## src/rtl/program_loader.sv

```systemverilog
// program_loader: writes a byte-stream program image into the 16-bit
// instruction memory and holds the CPU in reset until the image has been
// written and its XOR checksum verified.
//
// Stream: LEN (N words), 2N data bytes high byte first, CSUM = XOR of all.
//
// state  | meaning
// -------+-----------------------------------------------------------
// IDLE   | after reset, waiting for Start
// LEN    | waiting for the length byte
// HI     | waiting for the high byte of the next word
// LO     | waiting for the low byte of the next word
// WRITE  | one-cycle memory write of the assembled word
// CSUM   | waiting for the checksum byte
// DONE   | image verified, CPU released from reset
// ERR    | bad length or checksum, CPU held in reset
module program_loader #(
  parameter int ADDR_W = 7,
  parameter int DEPTH  = 128
) (
  input  logic              clk_i,
  input  logic              rst_i,
  input  logic              start_i,
  input  logic [7:0]        byte_in_i,
  input  logic              byte_valid_i,
  output logic              byte_ready_o,
  output logic [ADDR_W-1:0] im_addr_o,
  output logic [15:0]       im_data_o,
  output logic              im_wr_o,
  output logic              cpu_reset_o,
  output logic              busy_o,
  output logic              done_o,
  output logic              error_o,
  output logic [7:0]        word_count_o
);

  localparam logic [2:0] ST_IDLE  = 3'd0;
  localparam logic [2:0] ST_LEN   = 3'd1;
  localparam logic [2:0] ST_HI    = 3'd2;
  localparam logic [2:0] ST_LO    = 3'd3;
  localparam logic [2:0] ST_WRITE = 3'd4;
  localparam logic [2:0] ST_CSUM  = 3'd5;
  localparam logic [2:0] ST_DONE  = 3'd6;
  localparam logic [2:0] ST_ERR   = 3'd7;

  // 9 bits so the length compare cannot truncate DEPTH
  localparam logic [8:0] DEPTH_9 = 9'(DEPTH);

  logic [2:0]        state_q, state_d;
  logic [7:0]        len_q, len_d;
  logic [7:0]        csum_q, csum_d;
  logic [ADDR_W-1:0] addr_q, addr_d;
  logic [15:0]       data_q, data_d;
  logic [7:0]        wc_q, wc_d;
  logic              ready_q, ready_d;
  logic              wr_q, wr_d;
  logic              cpu_rst_q, cpu_rst_d;
  logic              busy_q, busy_d;
  logic              done_q, done_d;
  logic              err_q, err_d;
  logic              accept;

  assign accept = byte_valid_i & ready_q;

  // Next-state and datapath decode; flags are derived from the next state
  // so every output is a plain register aligned with the state it describes.
  always_comb begin
    state_d = state_q;
    len_d   = len_q;
    csum_d  = csum_q;
    addr_d  = addr_q;
    data_d  = data_q;
    wc_d    = wc_q;

    case (state_q)
      ST_IDLE, ST_DONE, ST_ERR: begin
        if (start_i) begin
          state_d = ST_LEN;
          wc_d    = 8'd0;
          addr_d  = '0;
          csum_d  = 8'd0;
        end
      end
      ST_LEN: begin
        if (accept) begin
          len_d  = byte_in_i;
          csum_d = byte_in_i;
          if ({1'b0, byte_in_i} > DEPTH_9) begin
            state_d = ST_ERR;
          end else if (byte_in_i == 8'd0) begin
            state_d = ST_CSUM;
          end else begin
            state_d = ST_HI;
          end
        end
      end
      ST_HI: begin
        if (accept) begin
          data_d[15:8] = byte_in_i;
          csum_d       = csum_q ^ byte_in_i;
          state_d      = ST_LO;
        end
      end
      ST_LO: begin
        if (accept) begin
          data_d[7:0] = byte_in_i;
          csum_d      = csum_q ^ byte_in_i;
          state_d     = ST_WRITE;
        end
      end
      ST_WRITE: begin
        addr_d = addr_q + ADDR_W'(1);
        wc_d   = wc_q + 8'd1;
        if ((wc_q + 8'd1) == len_q) begin
          state_d = ST_CSUM;
        end else begin
          state_d = ST_HI;
        end
      end
      ST_CSUM: begin
        if (accept) begin
          state_d = (byte_in_i == csum_q) ? ST_DONE : ST_ERR;
        end
      end
      default: state_d = ST_IDLE;
    endcase
  end

  // Output flags decoded from the upcoming state
  always_comb begin
    ready_d   = (state_d == ST_LEN) || (state_d == ST_HI) ||
                (state_d == ST_LO)  || (state_d == ST_CSUM);
    wr_d      = (state_d == ST_WRITE);
    busy_d    = ready_d || wr_d;
    cpu_rst_d = (state_d != ST_DONE);
    done_d    = (state_d == ST_DONE);
    err_d     = (state_d == ST_ERR);
  end

  // State, datapath and output registers with synchronous reset
  always_ff @(posedge clk_i) begin
    if (rst_i) begin
      state_q   <= ST_IDLE;
      len_q     <= 8'd0;
      csum_q    <= 8'd0;
      addr_q    <= '0;
      data_q    <= 16'd0;
      wc_q      <= 8'd0;
      ready_q   <= 1'b0;
      wr_q      <= 1'b0;
      cpu_rst_q <= 1'b1;
      busy_q    <= 1'b0;
      done_q    <= 1'b0;
      err_q     <= 1'b0;
    end else begin
      state_q   <= state_d;
      len_q     <= len_d;
      csum_q    <= csum_d;
      addr_q    <= addr_d;
      data_q    <= data_d;
      wc_q      <= wc_d;
      ready_q   <= ready_d;
      wr_q      <= wr_d;
      cpu_rst_q <= cpu_rst_d;
      busy_q    <= busy_d;
      done_q    <= done_d;
      err_q     <= err_d;
    end
  end

  assign byte_ready_o = ready_q;
  assign im_addr_o    = addr_q;
  assign im_data_o    = data_q;
  assign im_wr_o      = wr_q;
  assign cpu_reset_o  = cpu_rst_q;
  assign busy_o       = busy_q;
  assign done_o       = done_q;
  assign error_o      = err_q;
  assign word_count_o = wc_q;

endmodule

```

## config.mk

```make
export PLATFORM = sky130hd
export DESIGN_NAME = program_loader
export DESIGN_NICKNAME = d
export VERILOG_FILES = /design/src/rtl/program_loader.sv
export SDC_FILE = /design/constraint.sdc
export NUM_CORES = 1
export LEC_CHECK = 0
export ABC_CLOCK_PERIOD_IN_PS = 2630
export CORE_MARGIN = 2
export CORE_UTILIZATION = 52
export DETAILED_ROUTE_END_ITERATION = 10
export MAX_ROUTING_LAYER = met4
export PLACE_DENSITY = 0.79
export SYNTH_ARGS = -nofsm -noshare
export SYNTH_HDL_FRONTEND = slang
export SYNTH_SLANG_ARGS = --single-unit
```

## constraint.sdc

```tcl
create_clock -name clk_i -period 2.63 [get_ports clk_i]
set_clock_uncertainty 0.05 [all_clocks]
set_input_delay 0.3945 -clock clk_i [delete_from_list [all_inputs] [get_ports clk_i]]
set_output_delay 0.3945 -clock clk_i [all_outputs]
set_load 0.01 [all_outputs]
```

==> results of run 1 <==
worst max path at each step:
stage | from | to | slack [ns]
2_1_floorplan | byte_in_i[3] | busy_o | 0.33
3_3_place_gp | byte_in_i[3] | busy_o | -0.17
3_5_place_dp | byte_in_i[3] | busy_o | -0.19
4_1_cts | byte_in_i[3] | busy_o | 0.14
5_1_grt | byte_in_i[4] | busy_o | 0.02
6_report | byte_in_i[3] | busy_o | 0.12
Yosys cell counts, types with 4 or more instances:
cell / n
nor2_1: 50
xor2_1: 12
nor3_1: 4
nor2b_1: 20
xnor2_1: 5
o21ai_0: 20
a21oi_1: 31
mux2i_1: 16
dfxtp_1: 56
nand2_1: 23
clkbuf_1: 16
ha_1: 4
nand3b_1: 5
nand3_1: 8
and3_1: 6
o211ai_1: 9
inv_1: 4
or3_1: 5
routing by layer:
| layer | global-route usage (%) | up-vias | part of all wire, % |
|---|---|---|---|
| li1 | - | 1282 | - |
| met1 | 32.8 | 1227 | 47 |
| met2 | 38.2 | 93 | 46 |
| met3 | 3.55 | 12 | 6.0 |
| met4 | 7.82 | 0 | 1.5 |
| met5 | - | - | 0 |
metrics by stage:
| stage | setup slack [ns] | cell area, um^2 |
|---|---|---|
| finish | 0.123 | 3530 |
| global route | 0.0219 | 3530 |
| CTS | 0.141 | 3530 |
| detailed placement | -0.193 | 3410 |
| global placement | -0.172 | 3410 |
| floorplan | 0.328 | 2740 |
registers in the layout, indices dropped and copies added, names as in the netlist:
register and cells:
cpu_reset_o 1, done_o 1, im_wr_o 1, error_o 1, word_count_o 8, len_q 8
busy_o 1, byte_ready_o 1, csum_q 8, state_q 3, im_addr_o 7, im_data_o 16
cells by family (layout without fill, tap and decap cells):
group                    count (synthesis)  after routing  share of synthesized area (%)
AND/OR/NAND/NOR                        138            138                           25.2
AO/OA/AOI/OAI                           80             80                           17.9
flip-flops                              56             56                           41.0
buffers and inverters                   21             81                           2.88
XOR/XNOR                                17             17                           5.44
multiplexers                            16             16                           5.85
adder cells (fa/ha/maj)                  4              4                           1.83
cell type report:
type,count,area share (%)
Clock buffer,5,1.95
Clock inverter,3,1.31
Inverter,4,0.426
Multi-Input combinational cell,255,43.6
Sequential cell,56,31.8
Tap cell,70,2.48
Timing Repair Buffer,69,18.4
power breakdown:
| group | switching, W | internal, W |
|---|---|---|
| Sequential | 0.0000749 | 0.000949 |
| Combinational | 0.000537 | 0.000449 |
| Clock | 0.000303 | 0.000287 |
| Total | 0.000915 | 0.00168 |
worst max-delay path: cells and delay by family:
kind	cells	cell delay, ns
AOI/OAI and AO/OA	3	0.50
buffers and inverters	1	0.41
and+or+nand+nor	4	1.35
==> results.toml, run 1 <==
[synthesis]
yosysTopAreaCell = "dfxtp_1"
ys_seq_elements = 56
yosys_most_used_dff = "dfxtp_1"
synth_cell_types = 44
syn-num-nets = 348
syn_area_per_cell_um2 = 8.25
synth.area.top_cells = "dfxtp_1 (41%), nor2_1 (6.9%), mux2i_1 (5.9%), a21oi_1 (5.7%), nor2b_1 (4.6%)"
yosys_warnings = 0
syn_inst = 332
ys_seq_area_share_pct = 41.0
synth-edff-count = 0
synthArstFlopShare_pct = 0
yosys.area.top_type_share_pct = 41.0
netlist_area_um2 = 2740

[drt]
avgViaCountPerCell = 5.66
post-route-drc-count = 0
ant_nets = 0
num_vias = 2614
first_pass_iters = 4
wire_per_inst_um = 14.4
initialDrtViolationCount = 283
wirelength_mm = 6.67

[placed_design]
gp_congestion = 0.904
port_buffers = 48
place_hpwl_mm = 4.62
placed_cells = 454

[layout]
area_growth_pct = 28.8
finalNetCount = 407
fin_util_pct = 69.1
layout.area.seq_um2 = 1120
layout_commonest_cell = "dfxtp_1"
multi_input_area_um2 = 1540
fill_cells = 448
antennaDiodeCount = 0
drive_gt1_share_pct = 8.67
instances_no_fill = 462
final_cell_mix = "dfxtp_1 (56), nor2_1 (50), clkdlybuf4s50_1 (48)"

[die]
dieArea_um2 = 5860
rows = 26
ioPinCount = 49
start_util_pct = 53.6
core_area_um2 = 5110
die_w_um = 76.6
dieHeight_um = 76.6

[worst_hold_path]
worstHoldEndpoint = "len_q[3]"
hold_depth = 2
hold_start = "len_q[3]"
hp-class = "flip-flop to flip-flop"

[run_status]
status = "finished clean"

[global_route]
overflow = 0
grt_antenna_before_repair = 0
grt_max_degree = 54
grt_pass1_wl_mm = 11.5
grt.total_usage_pct = 24.5
grt_pass1_vias = 2385

[critical_path]
cp.required_ns = 2.79
crit_top_cell = "or4_1"
worst_setup_path_end_kind = "flip-flop"
r2r_slack_ns = 0.27
max_stage_delay_ns = 0.59
r2r_start = "word_count_o[1]"
crit_slowest_cell = "or4_1"
crit_chain = "clkdlybuf4s50_1 -> or4_1 -> or4_1 -> a311oi_1 -> nor2_1 -> a21oi_4 -> and2_1 -> a21oi_1"
r2r_cells = 8
worst_setup_path_start_kind = "primary input"
cp.arrival_ns = 2.66
critPathKind = "primary input to flip-flop"
critical_path.max_fanout = 4
worstReg2RegEnd = "cpu_reset_o"

[clock_tree]
ctsHoldBuffers = 0
cts_setup_buffers = 0
cts_tree = "done"
clock_latency_ns = 0.32
cts_made_buffers = 5
clock-sinks = 56
ctsResizeCount = 0
cts.clk_slew.worst_paths_ns = 0.10
cts_root_buf = "clkbuf_8"
cts_max_level = 2
clk_path_buf_depth = 2

[job]
max_cap_viol_count = 0

[pwr]
pwr_density_cell_nw_per_um2 = 737
p_leak_nw = 1.35
ir_drop_v = 0.000417
total_power_w = 0.00260

[timing]
worstMarginPinSlew_ns = 0.661
whs_ns = 0.425
finalSetupTns_ns = 0
finalCriticalPeriod_ns = 2.51
drv_slew = 0
grt_setup_unrepaired = "false"
finalSetupViolations = 0
slew_headroom_pct = 55.8
finalHoldViolCount = 0
fmax_ghz = 0.399
post-route-period-util_pct = 95.3
(Power assumes the default switching activity.)
==> inputs of run 2 (changes only) <==
--- a/config.mk
+++ b/config.mk
@@ -5,12 +5,14 @@
 export SDC_FILE = /design/constraint.sdc
 export NUM_CORES = 1
 export LEC_CHECK = 0
-export ABC_CLOCK_PERIOD_IN_PS = 2630
+export ABC_CLOCK_PERIOD_IN_PS = 2400
 export CORE_MARGIN = 2
 export CORE_UTILIZATION = 52
 export DETAILED_ROUTE_END_ITERATION = 10
 export MAX_ROUTING_LAYER = met4
 export PLACE_DENSITY = 0.79
+export RECOVER_POWER = 100
+export SKIP_CTS_REPAIR_TIMING = 1
 export SYNTH_ARGS = -nofsm -noshare
 export SYNTH_HDL_FRONTEND = slang
 export SYNTH_SLANG_ARGS = --single-unit
==> constraint.sdc (replaced) <==
create_clock -name clk_i -period 2.4 [get_ports clk_i]
set_clock_uncertainty 0.05 [all_clocks]
set_input_delay 0.36 -clock clk_i [delete_from_list [all_inputs] [get_ports clk_i]]
set_output_delay 0.36 -clock clk_i [all_outputs]
set_load 0.01 [all_outputs]
==> run 2 against run 1 <==
The flow now finishes with violations (negative setup slack). Routed wire length grew 4.3%. Final cell count grew 1.7%. Combinational power grew 16%. Sequential share of layout area shrank 0.74 points. Clock-buffer cell count grew 1. Register-to-register slack lost 0.16 ns. Via count grew 0.73%. Sequential power grew 9.8%. First-iteration DRC count shrank 60%. Critical path depth is the same.
==> results.toml, run 2 (synthesis results as in run 1) <==
[critical_path]
r2r_start = "word_count_o[1]"
crit_chain = "clkdlybuf4s50_1 -> or4_4 -> or4_1 -> a311oi_1 -> nor2_1 -> a21oi_4 -> and2_4 -> a21oi_1"
worst_setup_path_end_kind = "flip-flop"
cp.arrival_ns = 2.59
max_stage_delay_ns = 0.52
r2r_cells = 8
worst_setup_path_start_kind = "primary input"
critPathKind = "primary input to flip-flop"
crit_slowest_cell = "or4_4"
critical_path.max_fanout = 3
r2r_slack_ns = 0.11
cp.required_ns = 2.55
worstReg2RegEnd = "cpu_reset_o"

[drt]
num_vias = 2633
maxUsedRoutingLayer = "met4"
wl_met3_um = 312
first_pass_iters = 4
wire_per_inst_um = 14.8
initialDrtViolationCount = 113
post-route-drc-count = 0
avgViaCountPerCell = 5.60
ant_nets = 0
wirelength_mm = 6.96
wl_met2_mm = 3.37
met1_length_mm = 3.18

[global_route]
grt_pass1_wl_mm = 11.3
grt_antenna_before_repair = 0
grt_pass1_vias = 2442
grt.total_usage_pct = 24.2
grt_max_degree = 54
overflow = 0

[placed_design]
gp_congestion = 0.854
post_dp_cell_area_um2 = 3450
port_buffers = 48
place_hpwl_mm = 4.78

[worst_hold_path]
hp-class = "flip-flop to flip-flop"
worstHoldEndpoint = "im_addr_o[6]"
hold_depth = 1
hold_start = "im_addr_o[6]"

[pwr]
pwr_density_cell_nw_per_um2 = 800
internal_power_w = 0.00186
p_sw_w = 0.00102
p_leak_nw = 1.53
p_seq_share_pct = 38.8
clockPowerShare_pct = 21.7
ir_drop_v = 0.000408
p_sw_share_pct = 35.4
power_frac_comb_pct = 39.5

[die]
dieHeight_um = 76.6
core_area_um2 = 5110
die_w_um = 76.6
dieArea_um2 = 5860
rows = 26
ioPinCount = 49
start_util_pct = 53.6

[run_status]
failed_checks = "negative setup slack"
status = "complete, but fails checks"

[job]
max_cap_viol_count = 0

[timing]
finalWorstSetupSlack_ns = -0.0391
post-route-period-util_pct = 102
fmax_ghz = 0.410
finalSetupViolations = 3
worstMarginPinSlew_ns = 0.672
whs_ns = 0.417
finalCriticalPeriod_ns = 2.44
finalHoldViolCount = 0
slew_headroom_pct = 55.2
drv_slew = 0

[clock_tree]
cts.clk_slew.worst_paths_ns = 0.10
clk_path_buf_depth = 2
cts_max_level = 2
clock-sinks = 56
clock_latency_ns = 0.32
cts_made_buffers = 5
cts_tree = "done"
cts_root_buf = "clkbuf_8"

[layout]
antennaDiodeCount = 0
layout_commonest_cell = "dfxtp_1"
largest_reg_flops = 16
finalNetCount = 415
fin_util_pct = 70.7
final_cell_mix = "dfxtp_1 (56), nor2_1 (50), dlygate4sd3_1 (38)"
drive_gt1_share_pct = 10.8
final_area_um2 = 3610
area_growth_pct = 31.9
-- run 2: changes by cell type in the layout (fill, tap and decap cells not counted), sizes merged --
cell / previous run / this run
buf: 21 / 24
clkbuf: 5 / 11
clkdlybuf4s50: 48 / 8
clkinv: 0 / 1
clkinvlp: 1 / 0
dlygate4sd3: 0 / 38
dlymetal6s2s: 0 / 2
inv: 5 / 4
-- run 2: layer usage --
metal	vias to the layer above	global-route usage [%]
met5	-	-
met4	0	10.0
met3	11	3.91
met2	74	38.5
met1	1244	30.8
li1	1304	-
-- run 2: stage by stage --
step           TNS [ns]  total power (W)  worst slack [ns]  std cells
3_3_place_gp      -2.32          0.00216            -0.351        459
4_1_cts          -0.339          0.00281            -0.111        467
2_1_floorplan         0          0.00180             0.133        332
5_1_grt          -0.465          0.00306            -0.126        470
3_5_place_dp      -2.79          0.00218            -0.404        459
6_report        -0.0618          0.00289           -0.0391        470
-- run 2: worst max path at each step --
stage | startpoint | slack (ns) | endpoint
2_1_floorplan | byte_in_i[3] | 0.13 | busy_o
3_3_place_gp | byte_in_i[3] | -0.35 | busy_o
3_5_place_dp | byte_in_i[3] | -0.40 | busy_o
4_1_cts | byte_in_i[3] | -0.11 | im_wr_o
5_1_grt | byte_in_i[3] | -0.13 | busy_o
6_report | byte_in_i[3] | -0.04 | busy_o
-- run 2: area by class of cell --
type	count	area [um^2]
Clock buffer	6	72.6
Clock inverter	2	35.0
Fill cell	439	1500
Inverter	4	15.0
Multi-Input combinational cell	255	1580
Sequential cell	56	1120
Tap cell	70	87.6
Timing Repair Buffer	77	697
-- run 2: critical path, delay by kind of cell --
family                 cells  cell delay (ns)
AO/OA/AOI/OAI              3             0.50
AND/OR/NAND/NOR            4             1.32
buffers and inverters      1             0.42
-- run 2: power groups by stage --
stage	Combinational (W)	Clock (W)	Sequential (W)
floorplan	0.000656	0	0.00115
global placement	0.00102	0	0.00114
detailed placement	0.00104	0	0.00114
CTS	0.00105	0.000637	0.00112
global route	0.00125	0.000672	0.00114
finish	0.00114	0.000626	0.00112
==> inputs of run 3 (changes only) <==
--- a/config.mk
+++ b/config.mk
@@ -5,14 +5,17 @@
 export SDC_FILE = /design/constraint.sdc
 export NUM_CORES = 1
 export LEC_CHECK = 0
+export ABC_AREA = 1
 export ABC_CLOCK_PERIOD_IN_PS = 2400
 export CORE_MARGIN = 2
 export CORE_UTILIZATION = 52
+export CTS_CLUSTER_SIZE = 14
 export DETAILED_ROUTE_END_ITERATION = 10
 export MAX_ROUTING_LAYER = met4
 export PLACE_DENSITY = 0.79
 export RECOVER_POWER = 100
 export SKIP_CTS_REPAIR_TIMING = 1
+export SLEW_MARGIN = 20
 export SYNTH_ARGS = -nofsm -noshare
 export SYNTH_HDL_FRONTEND = slang
 export SYNTH_SLANG_ARGS = --single-unit
==> run 3 against run 2 <==
Hold slack better by 0.016 ns. Non-clock buffer count shrank 20. The flow now finishes without violations. Setup slack improved by 0.32 ns. Utilization down 4.4 points. Synthesized cell count rose by 14%. Synthesized area shrank 0.41%. First-iteration DRC count rose by 40%. Critical path depth decreased by 1. Clock power decreased by 14%. Power decreased by 6.3%. Flip-flop and latch count stayed put. Sequential share of layout area up 2.3 points.
==> results.toml, run 3 <==
[synthesis]
syn-num-nets = 396
synth-edff-count = 0
synth.area.top_cells = "dfxtp_1 (41%), nand2_1 (9.2%), a21oi_1 (6.8%), o21ai_0 (6.6%), nor2_1 (5.6%)"
yosysTopAreaCell = "dfxtp_1"
ys_seq_elements = 56
syn_area_per_cell_um2 = 7.17
synthArstFlopShare_pct = 0
syn_inst = 380
yosys_most_used_dff = "dfxtp_1"
ys_top_cells_by_count = "nand2_1 (67), dfxtp_1 (56), nor2_1 (41)"
synth_cell_types = 31
ys_seq_area_share_pct = 41.1
netlist_area_um2 = 2730
yosys.area.top_type_share_pct = 41.1
yosys_warnings = 0
yosys.cell_count.top_type = "nand2_1"

[die]
ioPinCount = 49
die_w_um = 76.4
start_util_pct = 53.7
dieArea_um2 = 5840
rows = 26
dieHeight_um = 76.4
core_area_um2 = 5070

[layout]
finalNetCount = 449
multi_input_area_um2 = 1360
layout_commonest_cell = "nand2_1"
layout.area.seq_um2 = 1120
drive_gt1_share_pct = 6.68
largest_reg_flops = 16
fin_util_pct = 66.3
antennaDiodeCount = 0
final_area_um2 = 3360
fill_cells = 448
final_cell_mix = "nand2_1 (68), dfxtp_1 (56), nor2_1 (44)"
area_growth_pct = 23.4

[drt]
post-route-drc-count = 0
first_pass_iters = 4
wire_per_inst_um = 12.5
initialDrtViolationCount = 158
avgViaCountPerCell = 5.25
wirelength_mm = 6.28
num_vias = 2648
ant_nets = 0

[worst_hold_path]
hold_start = "len_q[5]"
hp-class = "flip-flop to flip-flop"
hold_depth = 2
worstHoldEndpoint = "len_q[5]"

[timing]
grt_setup_unrepaired = "false"
fmax_ghz = 0.473
post-route-period-util_pct = 88.1
finalSetupViolations = 0
finalSetupTns_ns = 0
finalCriticalPeriod_ns = 2.12
whs_ns = 0.433
slew_headroom_pct = 59.7
worstMarginPinSlew_ns = 0.602
drv_slew = 0
finalHoldViolCount = 0

[global_route]
grt_antenna_before_repair = 0
grt.total_usage_pct = 22.7
overflow = 0
grt_pass1_vias = 2399
grt_max_degree = 32
grt_pass1_wl_mm = 10.7

[clock_tree]
cts_tree = "done"
cts.clk_slew.worst_paths_ns = 0.10
clk_path_buf_depth = 2
clock_latency_ns = 0.31
cts_max_level = 2
cts_made_buffers = 5
cts_root_buf = "clkbuf_8"
clock-sinks = 56

[pwr]
pwr_density_cell_nw_per_um2 = 804
total_power_w = 0.00270
ir_drop_v = 0.000558
p_leak_nw = 1.43

[critical_path]
cp_num_buf_inv = 2
r2r_slack_ns = 0.28
worst_setup_path_start_kind = "flip-flop"
cp.required_ns = 2.55
max_stage_delay_ns = 0.35
worst_setup_path_end_kind = "flip-flop"
cp_top_family = "simple AND/OR/NAND/NOR gates"
critPathKind = "flip-flop to flip-flop"
cp.arrival_ns = 2.27
crit_top_cell = "nor2_1"
crit_slowest_cell = "dfxtp_1"
r2r_start = "state_q[0]"
r2r_cells = 7
worstReg2RegEnd = "len_q[3]"
critical_path.max_fanout = 11
crit_chain = "inv_1 -> nor2_1 -> nand2_1 -> nor2_1 -> clkinv_1 -> o21ai_0 -> a21oi_1"

[placed_design]
gp_congestion = 0.883
post_dp_cell_area_um2 = 3310
place_hpwl_mm = 4.67
port_buffers = 48

[job]
max_cap_viol_count = 0

[run_status]
status = "finished clean"
[run 3: worst max-delay path by stage]
stage | from | to | cells after the start
after CTS | word_count_o[1] | busy_o | 14
final | state_q[0] | len_q[3] | 7
after global placement | byte_in_i[5] | busy_o | 13
after detailed placement | byte_in_i[1] | busy_o | 13
after floorplan | word_count_o[1] | busy_o | 14
after global routing | state_q[0] | busy_o | 12
[run 3: worst reg2reg max path, cell delays in order, from the launching register on]
cell	delay [ns]
dfxtp_1	0.35
inv_1	0.09
nor2_1	0.18
nand2_1	0.32
nor2_1	0.32
clkinv_1	0.32
o21ai_0	0.33
a21oi_1	0.06
[run 3: cell families (layout without fill, tap and decap cells)]
| group | after synthesis | after routing | share of synthesized area [%] |
|---|---|---|---|
| adders and majority gates | 4 | 4 | 1.84 |
| and+or+nand+nor | 164 | 164 | 27.9 |
| DFF | 56 | 56 | 41.1 |
| xor gates and xnor gates | 10 | 10 | 3.21 |
| buffers and inverters | 55 | 109 | 7.80 |
| AOI/OAI and AO/OA | 91 | 91 | 18.1 |
[run 3: final cells by class]
type	count	share of cell area, %
well taps	70	2.60
multi-input cells	269	40.5
flip-flops and latches	56	33.3
repair buffers	57	15.8
clock buffers	7	2.57
inverters	44	4.91
clock inverters	1	0.223
[run 3: report_power, final]
| part | internal [W] | total [W] | switching [W] | leakage, nW |
|---|---|---|---|---|
| Combinational | 0.000377 | 0.00104 | 0.000662 | 0.929 |
| Sequential | 0.00105 | 0.00113 | 0.0000748 | 0.454 |
| Clock | 0.000235 | 0.000538 | 0.000303 | 0.0445 |
[run 3: stage by stage]
step | setup slack [ns] | instances
after floorplan | 0.585 | 380
after global placement | 0.252 | 496
after detailed placement | 0.211 | 496
after CTS | 0.335 | 504
after global routing | 0.0681 | 504
final | 0.284 | 504
[run 3: per-layer routing]
layer  global-route usage, %  vias up  routed length (um)
met1                    28.7     1206                2880
met5                       -        -                   0
li1                        -     1362                   -
met2                    36.8       73                3010
met4                    7.82        0                  85
met3                    3.91        7                 301
